### config.mk
export PLATFORM = sky130hd
export DESIGN_NAME = gpio_pin_allocator_flat
export DESIGN_NICKNAME = d
export VERILOG_FILES = /design/src/rtl/gpio_alloc_pkg.sv /design/src/rtl/gpio_pin_allocator_if.sv /design/src/rtl/rr_arbiter.sv /design/src/rtl/gpio_pin_allocator.sv /design/src/flat_wrapper.sv
export SDC_FILE = /design/constraint.sdc
export NUM_CORES = 1
export LEC_CHECK = 0
export ABC_AREA = 1
export BUFFER_PORTS_ARGS = -buffer_cell sky130_fd_sc_hd__clkbuf_2
export CORE_ASPECT_RATIO = 1.5
export CORE_UTILIZATION = 45
export CTS_BUF_LIST = sky130_fd_sc_hd__clkbuf_8
export CTS_CLUSTER_DIAMETER = 50
export CTS_CLUSTER_SIZE = 10
export DETAILED_ROUTE_END_ITERATION = 10
export PLACE_DENSITY = 0.82
export SLEW_MARGIN = 20
export SYNTH_ARGS = -nofsm -noshare
export SYNTH_HDL_FRONTEND = slang
export SYNTH_HIERARCHICAL = 1
export SYNTH_SLANG_ARGS = --single-unit
### constraint.sdc
create_clock -name i_clk -period 3.44 [get_ports i_clk]
set_input_delay 0.172 -clock i_clk [delete_from_list [all_inputs] [get_ports i_clk]]
set_output_delay 0.172 -clock i_clk [all_outputs]
set_load 0.01 [all_outputs]
### src/rtl/gpio_alloc_pkg.sv
// GPIO pin allocator shared types and sizing.
// Provides the core/pin counts, the select width, the request opcodes,
// and a wrapping core-id increment used by the round-robin pointer.
package gpio_alloc_pkg;

    localparam int unsigned NUM_CORES = 4;
    localparam int unsigned NUM_PINS  = 32;
    localparam int unsigned SEL_W     = $clog2(NUM_CORES);

    localparam logic OP_CLAIM   = 1'b1;
    localparam logic OP_RELEASE = 1'b0;

    typedef logic [NUM_PINS-1:0] pin_vec_t;
    typedef logic [SEL_W-1:0]    core_id_t;

    // Core id plus one, wrapping at NUM_CORES
    function automatic core_id_t next_id(input core_id_t id);
        return (id == core_id_t'(NUM_CORES - 1)) ? '0 : id + 1'b1;
    endfunction

endpackage

### src/rtl/gpio_pin_allocator_if.sv
// Request/response and ownership-table bus of the GPIO pin allocator.
// master: requesting cores (drive req_*, core_flush; observe grants,
//         responses and the owner table).
// slave : the allocator.
interface gpio_pin_allocator_if;
    import gpio_alloc_pkg::*;

    logic [NUM_CORES-1:0] req_valid;
    logic [NUM_CORES-1:0] req_op;
    pin_vec_t             req_mask [NUM_CORES];
    logic [NUM_CORES-1:0] core_flush;
    logic [NUM_CORES-1:0] req_ready;
    logic [NUM_CORES-1:0] resp_valid;
    logic                 resp_ok;
    pin_vec_t             resp_pins;
    core_id_t             core_select [NUM_PINS];
    pin_vec_t             pin_owned;

    modport master (
        output req_valid, req_op, req_mask, core_flush,
        input  req_ready, resp_valid, resp_ok, resp_pins, core_select, pin_owned
    );

    modport slave (
        input  req_valid, req_op, req_mask, core_flush,
        output req_ready, resp_valid, resp_ok, resp_pins, core_select, pin_owned
    );

endinterface

### src/rtl/rr_arbiter.sv
// Combinational round-robin arbiter: grants the first eligible requester
// at or after i_ptr, wrapping. The pointer register lives in the parent.
// Ports: i_eligible (request vector), i_ptr (search start),
//        o_grant (one-hot), o_grant_id (winner index), o_any (a grant exists).
module rr_arbiter #(
    parameter  int unsigned N  = 4,
    localparam int unsigned IW = (N > 1) ? $clog2(N) : 1
) (
    input  logic [N-1:0]  i_eligible,
    input  logic [IW-1:0] i_ptr,
    output logic [N-1:0]  o_grant,
    output logic [IW-1:0] o_grant_id,
    output logic          o_any
);

    logic [IW-1:0] w_idx;

    // Scan N positions starting at the pointer; first hit wins
    always_comb begin
        o_grant    = '0;
        o_grant_id = '0;
        o_any      = 1'b0;
        w_idx      = '0;
        for (int unsigned off = 0; off < N; off++) begin
            w_idx = IW'((32'(i_ptr) + off) % N);
            if (!o_any && i_eligible[w_idx]) begin
                o_any          = 1'b1;
                o_grant[w_idx] = 1'b1;
                o_grant_id     = w_idx;
            end
        end
    end

endmodule

### src/rtl/gpio_pin_allocator.sv
// GPIO pin ownership manager. Serves one claim/release per cycle through a
// round-robin arbiter and keeps a per-pin owner table; flushes drop every
// pin held by the flushing core.
// Ports: i_clk (rising edge), i_rst (synchronous, active-high),
//        bus (gpio_pin_allocator_if.slave: requests, one-hot grant,
//        registered response, core_select / pin_owned table outputs).
// Build option: GPIO_ALLOC_PARTIAL_EN -- a conflicting claim is granted the
// non-conflicting subset of its mask instead of being denied outright.
module gpio_pin_allocator
    import gpio_alloc_pkg::*;
(
    input  logic                  i_clk,
    input  logic                  i_rst,
    gpio_pin_allocator_if.slave   bus
);

    pin_vec_t             r_owned;
    core_id_t             r_owner [NUM_PINS];
    core_id_t             r_rr_ptr;
    logic [NUM_CORES-1:0] r_resp_valid;
    logic                 r_resp_ok;
    pin_vec_t             r_resp_pins;

    logic [NUM_CORES-1:0] w_eligible;
    logic [NUM_CORES-1:0] w_grant;
    core_id_t             w_grant_id;
    logic                 w_any;
    pin_vec_t             w_mask;
    logic                 w_op;
    pin_vec_t             w_own_k;
    pin_vec_t             w_flush_clr;
    pin_vec_t             w_conflict;
    pin_vec_t             w_set;
    pin_vec_t             w_clr;
    logic                 w_resp_ok;
    pin_vec_t             w_resp_pins;
    pin_vec_t             w_owned_nxt;

    // Flushing cores are never granted; nothing is granted in reset
    assign w_eligible = i_rst ? '0 : (bus.req_valid & ~bus.core_flush);

    rr_arbiter #(.N(NUM_CORES)) u_arb (
        .i_eligible (w_eligible),
        .i_ptr      (r_rr_ptr),
        .o_grant    (w_grant),
        .o_grant_id (w_grant_id),
        .o_any      (w_any)
    );

    assign bus.req_ready = w_grant;
    assign w_mask        = bus.req_mask[w_grant_id];
    assign w_op          = bus.req_op[w_grant_id];

    // Per-pin views of pre-edge ownership: held by winner, held by a flusher
    always_comb begin
        w_own_k     = '0;
        w_flush_clr = '0;
        for (int unsigned i = 0; i < NUM_PINS; i++) begin
            w_own_k[i]     = r_owned[i] && (r_owner[i] == w_grant_id);
            w_flush_clr[i] = r_owned[i] && bus.core_flush[r_owner[i]];
        end
    end

    assign w_conflict = w_mask & r_owned & ~w_own_k;

    // Request outcome: pins to set / clear and the response payload
    always_comb begin
        w_set       = '0;
        w_clr       = '0;
        w_resp_ok   = 1'b1;
        w_resp_pins = '0;
        case (w_op)
            OP_CLAIM: begin
`ifdef GPIO_ALLOC_PARTIAL_EN
                w_set       = w_mask & ~w_conflict;
                w_resp_ok   = (w_conflict == '0);
                w_resp_pins = w_set;
`else
                if (w_conflict == '0) begin
                    w_set       = w_mask;
                    w_resp_pins = w_mask;
                end else begin
                    w_resp_ok = 1'b0;
                end
`endif
            end
            OP_RELEASE: begin
                w_clr       = w_mask & w_own_k;
                w_resp_pins = w_clr;
            end
            default: ;
        endcase
    end

    // Grant update first, then flush clears on top of it
    assign w_owned_nxt = (w_any ? ((r_owned | w_set) & ~w_clr) : r_owned) & ~w_flush_clr;

    // Owner table, round-robin pointer and response registers
    always_ff @(posedge i_clk) begin
        if (i_rst) begin
            r_owned      <= '0;
            r_rr_ptr     <= '0;
            r_resp_valid <= '0;
            r_resp_ok    <= 1'b0;
            r_resp_pins  <= '0;
            for (int unsigned i = 0; i < NUM_PINS; i++) begin
                r_owner[i] <= '0;
            end
        end else begin
            r_owned <= w_owned_nxt;
            for (int unsigned i = 0; i < NUM_PINS; i++) begin
                if (w_any && w_set[i]) begin
                    r_owner[i] <= w_grant_id;
                end
            end
            if (w_any) begin
                r_rr_ptr <= next_id(w_grant_id);
            end
            r_resp_valid <= w_grant;
            r_resp_ok    <= w_any & w_resp_ok;
            r_resp_pins  <= w_any ? w_resp_pins : '0;
        end
    end

    // Table outputs; unowned pins report core 0
    always_comb begin
        for (int unsigned i = 0; i < NUM_PINS; i++) begin
            bus.core_select[i] = r_owned[i] ? r_owner[i] : '0;
        end
    end

    assign bus.pin_owned  = r_owned;
    assign bus.resp_valid = r_resp_valid;
    assign bus.resp_ok    = r_resp_ok;
    assign bus.resp_pins  = r_resp_pins;

endmodule

### src/flat_wrapper.sv
// flat-port wrapper written by rule: the top's interface ports become plain ports
module gpio_pin_allocator_flat import gpio_alloc_pkg::*;
  (i_clk, i_rst, bus_req_valid, bus_req_op, bus_req_mask, bus_core_flush, bus_req_ready, bus_resp_valid, bus_resp_ok, bus_resp_pins, bus_core_select, bus_pin_owned);
  gpio_pin_allocator_if bus_i ();
  input  logic i_clk;
  input  logic i_rst;
  input wire logic [$bits(bus_i.req_valid)-1:0] bus_req_valid;
  input wire logic [$bits(bus_i.req_op)-1:0] bus_req_op;
  input wire logic [$bits(bus_i.req_mask)-1:0] bus_req_mask;
  input wire logic [$bits(bus_i.core_flush)-1:0] bus_core_flush;
  output wire logic [$bits(bus_i.req_ready)-1:0] bus_req_ready;
  output wire logic [$bits(bus_i.resp_valid)-1:0] bus_resp_valid;
  output wire logic [$bits(bus_i.resp_ok)-1:0] bus_resp_ok;
  output wire logic [$bits(bus_i.resp_pins)-1:0] bus_resp_pins;
  output wire logic [$bits(bus_i.core_select)-1:0] bus_core_select;
  output wire logic [$bits(bus_i.pin_owned)-1:0] bus_pin_owned;
  assign bus_i.req_valid = bus_req_valid;
  assign bus_i.req_op = bus_req_op;
  assign bus_i.req_mask = {>>{bus_req_mask}};
  assign bus_i.core_flush = bus_core_flush;
  assign bus_req_ready = bus_i.req_ready;
  assign bus_resp_valid = bus_i.resp_valid;
  assign bus_resp_ok = bus_i.resp_ok;
  assign bus_resp_pins = bus_i.resp_pins;
  assign bus_core_select = {>>{bus_i.core_select}};
  assign bus_pin_owned = bus_i.pin_owned;
  gpio_pin_allocator u_core (.i_clk(i_clk), .i_rst(i_rst), .bus(bus_i));
endmodule
### Word-level counts from Yosys, hierarchy flattened

Memory sizes are Yosys's and may differ from the RTL's.
Index checks and enable logic that the tools add are counted.

* $add $sub $neg: 4
* magnitude comparators: 42
* equality and inequality tests: 33
* mux-type cells: 268
* bitwise gates (word level): 50
* reduce and logical (&&, ||, !) cells: 108

Operators by type and width (count)
* 32-bit 2-to-1 mux: 6
* 32-bit AND: 5
* 1-bit 2-to-1 mux: 145
* 2-bit 2-to-1 mux: 69
* 2-bit by 3-bit less-than comparator with 1-bit output, second input constant: 37
* 1-bit logical AND: 103
* 32-bit NOT: 3
* 1-bit binary-select mux with 2-bit select: 37
* 32-bit binary-select mux with 2-bit select: 1
* 2-bit == test: 32
* 32-bit one-hot mux with 2 select lines: 1
* 32-bit logical NOT: 1
* 1-bit bitwise OR: 32
* 32-bit bitwise OR: 1
* 4-bit 2-to-1 mux: 5
* 4-bit bitwise OR: 3
* 1-bit demux with 2-bit select: 4
* 2-bit by 1-bit greater-or-equal comparator with 1-bit output, second input constant: 4
* 2-bit by 1-bit adder with 2-bit output, second input constant: 2
* 2-bit adder, second input constant: 2
* 4-bit AND: 1
* 4-bit NOT: 1
* 3-bit greater-or-equal comparator, second input constant: 1
* 1-bit logical NOT: 3
* 5 further kinds: 6

* register bits: 71
* bits in writable memories: 64
* bits of input ports: 142
* output and inout port bits: 137
* word-level logic and storage cells: 511
* memories: 1

Memory list
* u_core.r_owner: depth 32, bits a word 2, rd ports 32, clocked after memory_dff 0, write ports 32, line gpio_pin_allocator.sv:18 `core_id_t r_owner [NUM_PINS];`

### Longest topological paths before layout

* depth in word-level cells: 29
* depth in mapped cells: 28
* depth with buffers taken out: 23

### Cells and area by module

Netlist, hierarchy kept.

Modules (own cells, without submodules)
* gpio_pin_allocator: times used 1, cells each 1466, area an instance 9648.0 sq um, seq. area each 3343.2 sq um
* rr_arbiter: times used 1, cells each 74, area an instance 435.4 sq um, seq. area each 0.0 sq um

### Worst setup path after synthesis

No wires, ideal clock.

* path kind: input-to-reg
* start: input port i_rst
* end: memory u_core/r_owner[0][40] (netlist name), enable pin
* setup time: 0.298 ns
* arrival time: 3.126 ns
* required time: 3.142 ns
* slack: 0.016 ns
* cell stages on the path: 28
* buffers on the path: 7
* path through: clkbuf_1 > inv_1 > clkbuf_1 > nand2_1 > nor2_1 > inv_1 > nand2_1 > nand3_2 > nand2_4 > nor2_4 > buf_6 > nand4_1 > nand3_1 > buf_6 > inv_2 > buf_6 > buf_6 > nand2_1 > nand3_1 > nand2_1 > nand3_1 > nand2_1 > nor2_1 > nand2_1 > nor2_4 > buf_4 > nand4_4 > nand2_1

RTL lines
* start: declaration: line flat_wrapper.sv:6 `input logic i_rst;`
* end: declaration: line gpio_pin_allocator.sv:18

==> flow_metrics.env <==
export IMPL_die_height_um=185
export IMPL_final_hold_viol_count=0
export IMPL_yosys_area_top_type_share=0.191
export IMPL_syn_instance_count=1540
export IMPL_clockRootBuffer="clkbuf_8"
export IMPL_relSlewSlack=0.407
export IMPL_crit_buf_inv=9
export IMPL_core_area_sq_um=21800
export IMPL_endpoint_kind="register"
export IMPL_critPathMaxStageDelay_ns=0.35
export IMPL_grt_pass1_wl_um=54800
export IMPL_die_w_um=124
export IMPL_tritoncts="done"
export IMPL_cts_made_buffers=17
export IMPL_synthesis_nets=1688
export IMPL_status="finished, violations left"
export IMPL_cp_arrival_ns=3.85
export IMPL_cpMostUsedCell="buf_12"
export IMPL_dieArea_sq_um=23000
export IMPL_fin_crit_ns=3.56
export IMPL_yosysUniqueCellTypes=34
export IMPL_antenna_found_initial=0
export IMPL_cp_start_kind="register"
export IMPL_stdcell_count=2186
export IMPL_cp_depth=23
export IMPL_crit_end="u_core/r_owner[0][1]$_SDFFCE_PN0P_"
export IMPL_required_ns=3.73
export IMPL_path_cells="inv_2 > ha_4 > buf_4 > nand2_1 > nand2_4 > nand4_1 > nand3_4 > buf_12 > buf_12 > clkbuf_16 > buf_12 > nand2_1 > nand4_1 > nand3_2 > nand2_2 > nor2_4 > nand2_2 > nor2_4 > buf_12 > buf_16 > nand4_4 > buf_4 > nor2_1"
export IMPL_synthArstFlopShare=0
export IMPL_ant_nets=0
export IMPL_yosys_warnings=6
export IMPL_r2r_start="u_core/r_rr_ptr[1]$_SDFFE_PP0P_"
export IMPL_max_slew_worst_pin_slew_ns=0.890
export IMPL_synth_seq_cells=135
export IMPL_place_inst=2111
export IMPL_critical_path_top_delay_family="simple AND/OR/NAND/NOR gates"
export IMPL_fin_area_sq_um=14100
export IMPL_clk_latency_ns=0.47
export IMPL_cts_htree_levels=4
export IMPL_rsz0062_at_grt="yes"
export IMPL_dr_total_vias=12267
export IMPL_grt_max_degree=72
export IMPL_grt_util_all_layers=0.298
export IMPL_overflow=0
export IMPL_drc_errors=0
export IMPL_drt_first_pass_iters=6
export IMPL_placed_area_sq_um=12400
export IMPL_violations="setup timing"
export IMPL_setup_viol=72
export IMPL_wire_per_inst_um=17.5
export IMPL_dp_hpwl_um=24700
export IMPL_critPathMaxFanout=6
export IMPL_drive_gt1_frac=0.317
export IMPL_fin_crit_sh=1.03
export IMPL_clkSinkCount=135
export IMPL_synth_cell_area_sq_um=10100
export IMPL_io_pins=279
export IMPL_synth_seq_area_share=0.332
export IMPL_slew_violations=0
export IMPL_initial_core_util=0.463
export IMPL_synth_most_common_cell="nand2_1"
export IMPL_worstSetupStartpoint="u_core/r_rr_ptr[1]$_SDFFE_PP0P_"
export IMPL_crit_type="reg -> reg"
export IMPL_rows=66
export IMPL_r2r_end="u_core/r_owner[0][1]$_SDFFCE_PN0P_"
export IMPL_first_iter_violations=1271
export IMPL_drv_cap=0
export IMPL_slowest_stage="dfxtp_2"
export IMPL_synthFlopType="dfxtp_1"
export IMPL_clkSlewWorstSetupHoldPaths_ns=0.08
export IMPL_synth_edf_count=64
export IMPL_synth_top_area_cell="edfxtp_1"
export IMPL_finalClockSkew_ns=0.0218
export IMPL_layout_setup_ws_ns=-0.118
export IMPL_netlist_top_cells_area="edfxtp_1 (19%), nand2_1 (16%), dfxtp_1 (14%), inv_1 (9.4%), a21oi_1 (8.1%)"
export IMPL_synth_common_cells="nand2_1 (429), inv_1 (253), a21oi_1 (163)"
export IMPL_syn_avg_cell_area_sq_um=6.55
export IMPL_numPortBuffers=278
export IMPL_max_freq_mhz=281
export IMPL_r2r_cells=23
export IMPL_place_congestion=0.889
export IMPL_finalNetCount=2049
export IMPL_min_path_type="in -> reg"
export IMPL_viasPerCell=5.61
export IMPL_drt_wl_total_um=38300
export IMPL_diodes=0
export IMPL_grt_pass1_vias=11226
export IMPL_syn2layout_area_growth_pct=39.4
export IMPL_ff2ff_setup_slack_ns=-0.12
export IMPL_clockBufferDepth=2
==> metrics by stage <==
| step | hold slack (ns) | utilization | worst slack (ns) | TNS, ns |
|---|---|---|---|---|
| floorplan | 0.468 | - | 0.0157 | 0 |
| global placement | 0.522 | 0.567 | -0.0514 | -1.07 |
| detailed placement | 0.529 | 0.567 | -0.137 | -8.26 |
| CTS | 0.236 | 0.595 | -0.00536 | -0.00611 |
| finish | 0.288 | 0.645 | -0.118 | -1.91 |
| global route | 0.306 | 0.645 | -0.195 | -14.15 |
==> metal layers <==
layer	global-route usage	vias to the layer above	part of all wire
li1	-	5677	-
met1	0.329	5615	0.35
met2	0.529	816	0.51
met3	0.0517	159	0.089
met4	0.190	0	0.057
met5	0	-	0
==> cell usage in the layout (no fill, tap or decap), types with 15 or more instances in the layout <==
cell type,n
dfxtp_1,69
clkbuf_2,277
nand4_1,36
clkbuf_8,18
a21oi_1,151
nand4_4,26
o21ai_0,103
buf_4,85
nand2_2,50
edfxtp_1,64
nand3_1,102
nor2_1,122
inv_1,249
nand3_2,20
nand2_1,383
clkbuf_16,15
buf_12,19
==> worst min path at each step <==
stage,start,to,slack (ns),depth (start not counted)
5_1_grt,i_rst,u_core/bus.pin_owned[29]$_SDFF_PP0_,0.31,5
3_5_place_dp,u_core/bus.pin_owned[10]$_SDFF_PP0_,u_core/bus.pin_owned[10]$_SDFF_PP0_,0.53,2
6_report,bus_req_mask[49],u_core/bus.resp_pins[17]$_SDFF_PP0_,0.29,7
4_1_cts,i_rst,u_core/bus.pin_owned[29]$_SDFF_PP0_,0.24,5
2_1_floorplan,bus_core_flush[0],u_core/bus.pin_owned[0]$_SDFF_PP0_,0.47,5
3_3_place_gp,u_core/bus.pin_owned[27]$_SDFF_PP0_,u_core/bus.pin_owned[27]$_SDFF_PP0_,0.52,2
==> registers in the layout (all words and copies together) (netlist names) <==
signal                 count
u_core/r_owner            64
u_core/bus.pin_owned      32
u_core/bus.resp_pins      32
u_core/bus.resp_valid      4
u_core/r_rr_ptr            2
u_core/bus.resp_ok         1
==> layout make-up <==
cell class	count	area (sq um)
clock buffer	18	248
clock inverter	14	223
fill	1849	7740
inverter	259	990
multi-input combinational	1069	5750
sequential	135	3350
tap	272	340
timing repair buffer	418	3140
timing repair inverter	1	20.0
==> tightest hold or removal path: cells and delay by family <==
kind,cells,cell delay (ns)
and+or+nand+nor,3,0.23
buffers and inverters,2,0.12
AOI/OAI and AO/OA,2,0.17
==> logic make-up after synthesis <==
logic type,synth area share
adders and majority gates,0.00744
and+or+nand+nor,0.365
AOI/OAI and AO/OA,0.147
DFF,0.332
buffers and inverters,0.138
xor gates and xnor gates,0.0104
==> repair_timing <==
item	4_1_cts	5_1_grt
setup endpoints to repair	139	165
resized for setup	14	141
buffers inserted	3	19
gates cloned	2	21
pin swaps	4	40
hold buffers	0	0
Power is left out: the tool's default activity adds up to more than one toggle a clock period on the data nets, which glitch-free logic cannot reach.
